<file path="config.mk">
export PLATFORM = sky130hd
export DESIGN_NAME = alu_cmd_issuer
export DESIGN_NICKNAME = d
export VERILOG_FILES = /design/src/rtl/alu_pkg.sv /design/src/rtl/alu_rsp_fifo.sv /design/src/rtl/alu_cmd_issuer.sv
export SDC_FILE = /design/constraint.sdc
export NUM_CORES = 1
export LEC_CHECK = 0
export ABC_AREA = 1
export CELL_PAD_IN_SITES_DETAIL_PLACEMENT = 1
export CELL_PAD_IN_SITES_GLOBAL_PLACEMENT = 2
export CORE_ASPECT_RATIO = 1.5
export CORE_UTILIZATION = 27
export DETAILED_ROUTE_END_ITERATION = 10
export GPL_TIMING_DRIVEN = 1
export HOLD_SLACK_MARGIN = 0.03
export PLACE_DENSITY = 0.78
export SYNTH_ARGS = -nofsm -noshare
export SYNTH_HDL_FRONTEND = slang
export SYNTH_HIERARCHICAL = 1
export SYNTH_SLANG_ARGS = --single-unit
</file>
<file path="constraint.sdc">
create_clock -name clk -period 3.4 [get_ports clk]
set_input_delay 0.68 -clock clk [delete_from_list [all_inputs] [get_ports clk]]
set_output_delay 0.68 -clock clk [all_outputs]
set_load 0.01 [all_outputs]
</file>
<file path="src/rtl/alu_pkg.sv">
// Shared opcode encodings and helpers for the pipelined 64-bit ALU and its command issuer.
`timescale 1ns/1ps
package alu_pkg;

    localparam int ALU_WIDTH = 64;

    localparam logic [3:0] OP_ADD  = 4'd0;
    localparam logic [3:0] OP_SUB  = 4'd1;
    localparam logic [3:0] OP_MUL  = 4'd2;
    localparam logic [3:0] OP_NAND = 4'd3;
    localparam logic [3:0] OP_IDLE = 4'hF;

    // Only ADD and SUB update the ALU carry flag; every other opcode leaves a stale value behind.
    function automatic logic is_carry_op(input logic [3:0] opcode);
        return (opcode == OP_ADD) || (opcode == OP_SUB);
    endfunction

endpackage

</file>
<file path="src/rtl/alu_rsp_fifo.sv">
// Synchronous response FIFO with wrap-bit pointers and an occupancy count.
`timescale 1ns/1ps
module alu_rsp_fifo #(
    parameter int DATA_W = 67,
    parameter int DEPTH  = 4
) (
    input  logic                     clk,
    input  logic                     rst_n,
    input  logic                     wr_en_i,
    input  logic [DATA_W-1:0]        wr_data_i,
    input  logic                     rd_en_i,
    output logic [DATA_W-1:0]        rd_data_o,
    output logic                     empty_o,
    output logic [$clog2(DEPTH):0]   count_o
);

    localparam int AW = $clog2(DEPTH);
    localparam int PW = AW + 1;

    logic [DATA_W-1:0] mem_q [DEPTH];
    logic [PW-1:0]     wrPtr_q;
    logic [PW-1:0]     rdPtr_q;
    logic              full;
    logic              wrOk;
    logic              rdOk;

    assign count_o   = wrPtr_q - rdPtr_q;
    assign empty_o   = (count_o == '0);
    assign full      = (count_o == PW'(DEPTH));
    assign wrOk      = wr_en_i && (!full || rd_en_i);
    assign rdOk      = rd_en_i && !empty_o;
    assign rd_data_o = mem_q[rdPtr_q[AW-1:0]];

    // Storage and pointers; a pop at full frees the slot the same-cycle write lands in.
    always_ff @(posedge clk or negedge rst_n) begin
        if (!rst_n) begin
            wrPtr_q <= '0;
            rdPtr_q <= '0;
            for (int i = 0; i < DEPTH; i++) begin
                mem_q[i] <= '0;
            end
        end else begin
            if (wrOk) begin
                mem_q[wrPtr_q[AW-1:0]] <= wr_data_i;
                wrPtr_q <= wrPtr_q + PW'(1);
            end
            if (rdOk) begin
                rdPtr_q <= rdPtr_q + PW'(1);
            end
        end
    end

endmodule

</file>
<file path="src/rtl/alu_cmd_issuer.sv">
// Issues tagged commands into the fixed-latency ALU, tracks them through its pipeline and
// queues results for downstream; credits keep the non-stallable pipe from overrunning the FIFO.
`timescale 1ns/1ps
module alu_cmd_issuer
    import alu_pkg::*;
#(
    parameter int WIDTH   = ALU_WIDTH,
    parameter int ALU_LAT = 2,
    parameter int DEPTH   = 4,
    parameter int TAG_W   = 2
) (
    input  logic              clk,
    input  logic              rst_n,
    input  logic              cmd_valid_i,
    output logic              cmd_ready_o,
    input  logic [3:0]        cmd_opcode_i,
    input  logic [WIDTH-1:0]  cmd_a_i,
    input  logic [WIDTH-1:0]  cmd_b_i,
    input  logic [4:0]        cmd_shift_i,
    input  logic [TAG_W-1:0]  cmd_tag_i,
    output logic [3:0]        alu_opcode_o,
    output logic [WIDTH-1:0]  alu_input1_o,
    output logic [WIDTH-1:0]  alu_input2_o,
    output logic [4:0]        alu_shift_o,
    input  logic [WIDTH-1:0]  alu_result_i,
    input  logic              alu_carry_i,
    output logic              rsp_valid_o,
    input  logic              rsp_ready_i,
    output logic [WIDTH-1:0]  rsp_result_o,
    output logic              rsp_carry_o,
    output logic [TAG_W-1:0]  rsp_tag_o,
    output logic              busy_o
);

    localparam int STAGES = ALU_LAT + 1;
    localparam int FCW    = $clog2(DEPTH) + 1;
    localparam int CRW    = $clog2(DEPTH + STAGES + 1);
    localparam int RSP_W  = WIDTH + 1 + TAG_W;

    typedef struct packed {
        logic             valid;
        logic [3:0]       opcode;
        logic [TAG_W-1:0] tag;
    } trackEntry_t;

    trackEntry_t        track_q [STAGES];
    logic [CRW-1:0]     inflight_q;
    logic [CRW-1:0]     inflight_d;
    logic               readyEn_q;
    logic [FCW-1:0]     fifoCount;
    logic               fifoEmpty;
    logic               issue;
    logic               fifoWrite;
    logic               fifoRead;
    logic               carryMasked;
    logic [RSP_W-1:0]   wrData;
    logic [RSP_W-1:0]   rdData;

    assign cmd_ready_o = readyEn_q && ((inflight_q + CRW'(fifoCount)) < CRW'(DEPTH));
    assign issue       = cmd_valid_i && cmd_ready_o;
    assign fifoWrite   = track_q[STAGES-1].valid;
    assign fifoRead    = rsp_valid_o && rsp_ready_i;
    assign carryMasked = alu_carry_i && is_carry_op(track_q[STAGES-1].opcode);
    assign wrData      = {alu_result_i, carryMasked, track_q[STAGES-1].tag};

    assign rsp_valid_o = !fifoEmpty;
    assign {rsp_result_o, rsp_carry_o, rsp_tag_o} = rdData;
    assign busy_o      = (inflight_q != '0) || (fifoCount != '0);

    // Holds cmd_ready low until the first edge after reset is released.
    always_ff @(posedge clk or negedge rst_n) begin
        if (!rst_n) begin
            readyEn_q <= 1'b0;
        end else begin
            readyEn_q <= 1'b1;
        end
    end

    // ALU input registers: load on issue, otherwise park the ALU on the idle opcode.
    always_ff @(posedge clk or negedge rst_n) begin
        if (!rst_n) begin
            alu_opcode_o <= '0;
            alu_input1_o <= '0;
            alu_input2_o <= '0;
            alu_shift_o  <= '0;
        end else if (issue) begin
            alu_opcode_o <= cmd_opcode_i;
            alu_input1_o <= cmd_a_i;
            alu_input2_o <= cmd_b_i;
            alu_shift_o  <= cmd_shift_i;
        end else begin
            alu_opcode_o <= OP_IDLE;
            alu_input1_o <= '0;
            alu_input2_o <= '0;
            alu_shift_o  <= '0;
        end
    end

    // Track pipe shadows the ALU so the last stage lines up with a stable result.
    always_ff @(posedge clk or negedge rst_n) begin
        if (!rst_n) begin
            for (int i = 0; i < STAGES; i++) begin
                track_q[i] <= '0;
            end
        end else begin
            track_q[0] <= '{valid: issue, opcode: cmd_opcode_i, tag: cmd_tag_i};
            for (int i = 1; i < STAGES; i++) begin
                track_q[i] <= track_q[i-1];
            end
        end
    end

    // In-flight count rises on issue and falls when the entry lands in the FIFO.
    always_comb begin
        inflight_d = inflight_q;
        if (issue && !fifoWrite) begin
            inflight_d = inflight_q + CRW'(1);
        end else if (!issue && fifoWrite) begin
            inflight_d = inflight_q - CRW'(1);
        end
    end

    // In-flight counter register.
    always_ff @(posedge clk or negedge rst_n) begin
        if (!rst_n) begin
            inflight_q <= '0;
        end else begin
            inflight_q <= inflight_d;
        end
    end

    alu_rsp_fifo #(
        .DATA_W (RSP_W),
        .DEPTH  (DEPTH)
    ) rspFifo (
        .clk       (clk),
        .rst_n     (rst_n),
        .wr_en_i   (fifoWrite),
        .wr_data_i (wrData),
        .rd_en_i   (fifoRead),
        .rd_data_o (rdData),
        .empty_o   (fifoEmpty),
        .count_o   (fifoCount)
    );

endmodule

</file>
## Word-level counts from Yosys, hierarchy flattened

Cells that the tools add are included.

| word-level totals | value |
|---|---|
| register bits after elaboration | 436 |
| output and inout port bits | 207 |
| word-level logic and storage cells | 68 |

| operators by class | value |
|---|---|
| $add $sub $neg | 6 |
| order comparisons | 4 |
| equal/unequal tests | 2 |
| multiplexer cells | 12 |
| bitwise operators | 2 |
| reduce and logical (&&, ||, !) cells | 21 |

Operator list:

| cell | number |
|---|---|
| $bwmux W268 | 1 |
| $mux W67 | 3 |
| $bmux W67 S2 | 1 |
| $demux W67 S2 | 1 |
| $mux W64 | 2 |
| $add A3 B1 Y3 const B | 3 |
| $logic_and A1 B1 Y1 | 9 |
| $ge A3 B3 Y1 const B | 2 |
| $mux W3 | 2 |
| $not A2 Y3 | 2 |
| $reduce_bool A3 Y1 | 2 |
| $mux W5 | 1 |
| $eq A4 B1 Y1 const B | 1 |
| $logic_not A1 Y1 | 4 |
| $logic_not A4 Y1 | 1 |
| $mux W4 | 1 |
| $add A3 B3 Y3 | 1 |
| $eq A3 B3 Y1 const B | 1 |
| $logic_not A3 Y1 | 1 |
| $logic_or A1 B1 Y1 | 3 |
| $lt A3 B1 Y1 const B | 1 |
| $lt A3 B3 Y1 const B | 1 |
| $sub A3 B1 Y3 const B | 1 |
| $sub A3 B3 Y3 | 1 |
| $reduce_bool A2 Y1 | 1 |

## Longest topological paths before layout

Gate-level depths: netlist of run 1.

| depth | value |
|---|---|
| depth in word-level cells | 9 |
| gate-level depth with buffers | 21 |
| depth with buffers taken out | 19 |

## Cells and area by module

The synthesis of run 1 kept the hierarchy.

By module, submodules not included:

| module | times used | cells each | area an instance (µm²) | sequential area each (µm²) |
|---|---|---|---|---|
| alu_rsp_fifo | 1 | 1,634 | 13,250.2 | 6,856.6 |
| alu_cmd_issuer | 1 | 484 | 5,429.0 | 3,978.8 |

## Worst setup path before layout of run 1

No wires, ideal clock.

| path | value |
|---|---|
| kind | register to register |
| start | register rspFifo.wrPtr_q[0] |
| end | register inflight_q[2] |
| arrival | 3.131 ns |
| setup slack | 0.138 ns |
| cell stages (with the launch flop) | 20 |
| cell sequence | dfrtp_1 inv_1 ha_1 fa_1 inv_1 ha_1 nand3_1 nand2_2 inv_2 nand2_1 nand4_4 buf_6 buf_6 inv_1 ha_1 inv_1 fa_1 a21oi_1 o21ai_0 xor2_1 |

| between the ends | value |
|---|---|
| cells in the longest elaborated chain, start to end | 8 |

Ends and longest elaborated chain:

| element | RTL line | RTL |
|---|---|---|
| start, declared | alu_rsp_fifo.sv:21 | `logic [PW-1:0] wrPtr_q;` |
| start signal, assigned | alu_rsp_fifo.sv:45 | `wrPtr_q <= wrPtr_q + PW'(1);` |
| $sub A3 B3 Y3 * | alu_rsp_fifo.sv:27 | `assign count_o = wrPtr_q - rdPtr_q;` |
| via fifoCount[1] | alu_cmd_issuer.sv:50 | `logic [FCW-1:0] fifoCount;` |
| $add A3 B3 Y3 * | alu_cmd_issuer.sv:59 | `assign cmd_ready_o = readyEn_q && ((inflight_q + CRW'(fifoCount)) < CRW'(DEPTH));` |
| $lt A3 B3 Y1 * | alu_cmd_issuer.sv:59 |  |
| $logic_and A1 B1 Y1 * | alu_cmd_issuer.sv:59 |  |
| $logic_and A1 B1 Y1 * | alu_cmd_issuer.sv:60 | `assign issue = cmd_valid_i && cmd_ready_o;` |
| via issue | alu_cmd_issuer.sv:52 | `logic issue;` |
| $logic_not A1 Y1 | alu_cmd_issuer.sv:118 | `end else if (!issue && fifoWrite) begin` |
| $logic_and A1 B1 Y1 | alu_cmd_issuer.sv:118 |  |
| $reduce_bool A2 Y1 (no line) | -- |  |
| end signal, assigned | alu_cmd_issuer.sv:128 | `inflight_q <= inflight_d;` |
| end, declared | alu_cmd_issuer.sv:47 | `logic [CRW-1:0] inflight_q;` |

The timed path passes the listed nets; every way through them passes the cells marked *.
A chain may end at the register's enable or synchronous reset.

## Worst setup path after layout of run 1

| path | value |
|---|---|
| start | register rspFifo.rdPtr_q[0] |
| end | output port cmd_ready_o |

| between the ends | value |
|---|---|
| cells in the longest elaborated chain, start to end | 4 |

Ends and longest elaborated chain:

| element | RTL line | RTL |
|---|---|---|
| start, declared | alu_rsp_fifo.sv:22 | `logic [PW-1:0] rdPtr_q;` |
| start signal, assigned | alu_rsp_fifo.sv:48 | `rdPtr_q <= rdPtr_q + PW'(1);` |
| $sub A3 B3 Y3 | alu_rsp_fifo.sv:27 |  |
| via fifoCount[1] | alu_cmd_issuer.sv:50 |  |
| $add A3 B3 Y3 | alu_cmd_issuer.sv:59 |  |
| $lt A3 B3 Y1 | alu_cmd_issuer.sv:59 |  |
| $logic_and A1 B1 Y1 | alu_cmd_issuer.sv:59 |  |
| end, declared | alu_cmd_issuer.sv:15 | `output logic cmd_ready_o,` |

The timed path passes the listed nets, and every way through them passes these cells.

==> results of run 1 <==
-- placed cells by master (no fill, tap or decap), drive strengths merged --
cell and n:
ha 8, bufinv 6, mux2 1, clkdlybuf4s50 393, clkinvlp 2, dlygate4sd3 1, nor4 2, clkinv 9
conb 1, dlymetal6s2s 11, nand4 274, dlygate4sd2 7, o22ai 67, nand3b 1, inv 160, fa 2
nor2 272, xor2 2, clkbuf 70, o21ai 135, dfrtp 433, buf 56, xnor2 1, bufbuf 2
nand3 14, nand2 567, diode 1, a21oi 1
-- what timing repair did --
| action | 4_1_cts | 5_1_grt |
|---|---|---|
| resized for setup | 33 | 28 |
| setup buffers | 0 | 1 |
| pin swaps | 0 | 5 |
| endpoints found under the setup margin | 53 | 52 |
| hold buffers | 1 | 0 |
| hold endpoints to repair | 2 | 0 |
| gates cloned | 3 | 2 |
-- path summary, 6_finish.rpt --
| kind | start | slack, ns | end |
|---|---|---|---|
| max in group asynchronous | rst_n | 1.80 | fifoWrite$_DFF_PN0_ |
| worst min register to register | track_q[10]$_DFF_PN0_ | 0.35 | track_q[3]$_DFF_PN0_ |
| worst max register to register | rspFifo/rdPtr_q[0]$_DFFE_PN0P_ | 0.16 | rspFifo/mem_q[137]$_DFFE_PN0P_ |
| worst max-delay path | rspFifo/rdPtr_q[0]$_DFFE_PN0P_ | -0.04 | cmd_ready_o |
| worst min-delay path | track_q[10]$_DFF_PN0_ | 0.35 | track_q[3]$_DFF_PN0_ |
| min in group asynchronous | rst_n | 0.61 | rspFifo/mem_q[33]$_DFFE_PN0P_ |
-- per-layer routing --
| metal | track usage, % | wire, um | up-vias |
|---|---|---|---|
| li1 | - | - | 7652 |
| met1 | 22.9 | 27900 | 8420 |
| met2 | 36.9 | 37100 | 504 |
| met3 | 6.76 | 5790 | 103 |
| met4 | 5.98 | 1730 | 12 |
| met5 | 0 | 69 | - |
-- registers in the layout, summed over array words and instances (netlist names) --
signal / count
alu_input2_o: 64
readyEn_q: 1
inflight_q: 3
alu_opcode_o: 4
rspFifo/mem_q: 268
rspFifo/rdPtr_q: 3
track_q: 17
alu_shift_o: 5
rspFifo/wrPtr_q: 3
fifoWrite: 1
alu_input1_o: 64
-- layout make-up --
cell class / instances / area, um2 / share of cell area, %
diodes: 1 / 2.50 / 0.00968
clock buffers: 68 / 1390 / 5.37
clock inverters: 18 / 256 / 0.992
inverters: 159 / 609 / 2.36
multi-input cells: 1348 / 6570 / 25.4
flip-flops and latches: 433 / 10800 / 41.9
well taps: 892 / 1120 / 4.32
repair buffers: 472 / 5070 / 19.6
-- cell usage after synthesis (all sizes together) --
library cell / count / area [um2]
a21oi: 1 / 5.00
buf: 93 / 566
clkbuf: 85 / 319
clkinv: 1 / 3.75
conb: 1 / 3.75
dfrtp: 433 / 10800
fa: 2 / 40.0
ha: 8 / 100
inv: 158 / 593
mux2: 1 / 11.3
nand2: 567 / 2130
nand3: 14 / 103
nand3b: 1 / 7.51
nand4: 274 / 1730
nor2: 272 / 1100
nor4: 2 / 12.5
o21ai: 135 / 676
o22ai: 67 / 419
xnor2: 1 / 8.76
xor2: 2 / 17.5
-- where the power goes --
group	leakage (nW)	internal (W)	switching, W
Clock	0.806	0.00329	0.00225
Combinational	6.29	0.00465	0.00722
Sequential	5.63	0.00707	0.000964
-- cells by family (layout without fill, tap and decap cells) --
kind of cell / Yosys count / in the layout / share of synthesized area [%]
AOI/OAI and AO/OA: 203 / 203 / 5.89
xor gates and xnor gates: 3 / 3 / 0.141
adders and majority gates: 10 / 10 / 0.750
buffers and inverters: 337 / 717 / 7.93
DFF: 433 / 433 / 58.0
muxes: 1 / 1 / 0.0603
other: 1 / 2 / 0.0201
and+or+nand+nor: 1130 / 1130 / 27.2
-- through the flow --
stage	area [um2]	setup WS (ns)	instances	power [W]	hold slack, ns
detailed placement	23800	0.0873	3297	0.0196	0.336
finish	25900	-0.0351	3391	0.0255	0.347
floorplan	18700	0.138	2118	0.0139	0.331
CTS	25700	-0.128	3387	0.0256	0.345
global route	25900	-0.138	3390	0.0271	0.347
global placement	23800	0.0538	3297	0.0193	0.333
-- critical path, stage by stage (launching register included) --
cell and delay (ns):
dfrtp_4 0.49, ha_4 0.17, fa_1 0.56, inv_2 0.07, ha_4 0.27, nand3_4 0.08, nand2_4 0.10, inv_2 0.04
nand2_2 0.08, nand2_1 0.06, nor2_1 0.10, buf_4 0.14
==> reports/summary.txt, run 1 <==
status -> finished with violations
failing checks -> negative setup slack
synthesized area -> 0.0187 mm2
Worst Clk Skew -> 0.00930 ns
Worst setup SP type -> flip-flop
grt total ovfl -> 0
die height -> 324 um
Power per Cell Area -> 984 mW/mm2
min cycle time layout -> 3.44 ns
largest net degree at the start of global routing -> 145
clk buf depth -> 3
H-tree depth -> 2
# DRC -> 0
core region area -> 0.0682 mm2
setup violators final -> 1
CP max FO -> 3
Tcrit/Tclk final -> 101%
clock latency on the worst-skew pair -> 0.59 ns
fin worst setup slack -> -0.0351 ns
fill count -> 7844
Distinct cells, synth -> 30
Critical Path RT -> 2.72 ns
Die Wd -> 217 um
Seq/Total Area, Yosys -> 58.0%
DPL Wire Length -> 44200 um
Critical Path AT -> 2.76 ns
slew margin rel. -> 29.1%
Crit Path Class -> flip-flop to output port
fin util -> 37.9%
Routed Antenna Nets -> 0
post-DR vias/cell -> 4.92
Syn Nets -> 2336
Final Hold Vio Count -> 0
Crit. End Element -> output port
static leakage -> 12.7 nW
routability-driven placement congestion ratio -> 0.776
CTS tree -> done
Layout area overhead -> 38.4%
Initial Utilization -> 27.4%
Root Driver -> clkbuf_16
Total Routing Usage GR -> 20.5%
Site Rows -> 117
Worst Hold Path Cells -> 0
I/O pins -> 415
syn_area_per_cell -> 8.82 um2
Die ar. -> 0.0703 mm2
RSZ-0062 raised after global routing -> true
CTS Sinks -> 433
global-route wire length before repair -> 110000 um
CTS Buf Count -> 47
Final Max Tran Viols -> 0
yosys warns -> 6
#FFs+latches synth -> 433
Hold WC Path Type -> flip-flop to flip-flop
vias in the first global route -> 18200
Total Wirelength -> 72600 um
# port buffers -> 414
setup tns final -> -0.0351 ns
share of cells above drive strength 1 -> 7.45%
routed len/inst -> 21.4 um
Peak Freq -> 291 MHz
via count -> 16700
r2r worst-path depth -> 13
maximum vdd drop -> 0.623 mV
Max-Cap Viols -> 0
initial antenna violation count -> 6
Syn Inst Count -> 2118
drt pass-1 iters -> 5
nets -> 2679
worst-margin pin slew -> 1.06 ns
clock-pin transition on the worst setup and hold timing paths -> 0.06 ns
First DRT Iteration DRCs -> 864
Note: power is estimated with default switching activity, not from simulation.
==> inputs of run 2 (changes only) <==
--- a/config.mk
+++ b/config.mk
@@ -14,6 +14,7 @@
 export GPL_TIMING_DRIVEN = 1
 export HOLD_SLACK_MARGIN = 0.03
 export PLACE_DENSITY = 0.78
+export SLEW_MARGIN = 15
 export SYNTH_ARGS = -nofsm -noshare
 export SYNTH_HDL_FRONTEND = slang
 export SYNTH_HIERARCHICAL = 1
==> results of run 2 <==
Same layout as run 1: the final DEF is identical, and so are final timing and power.
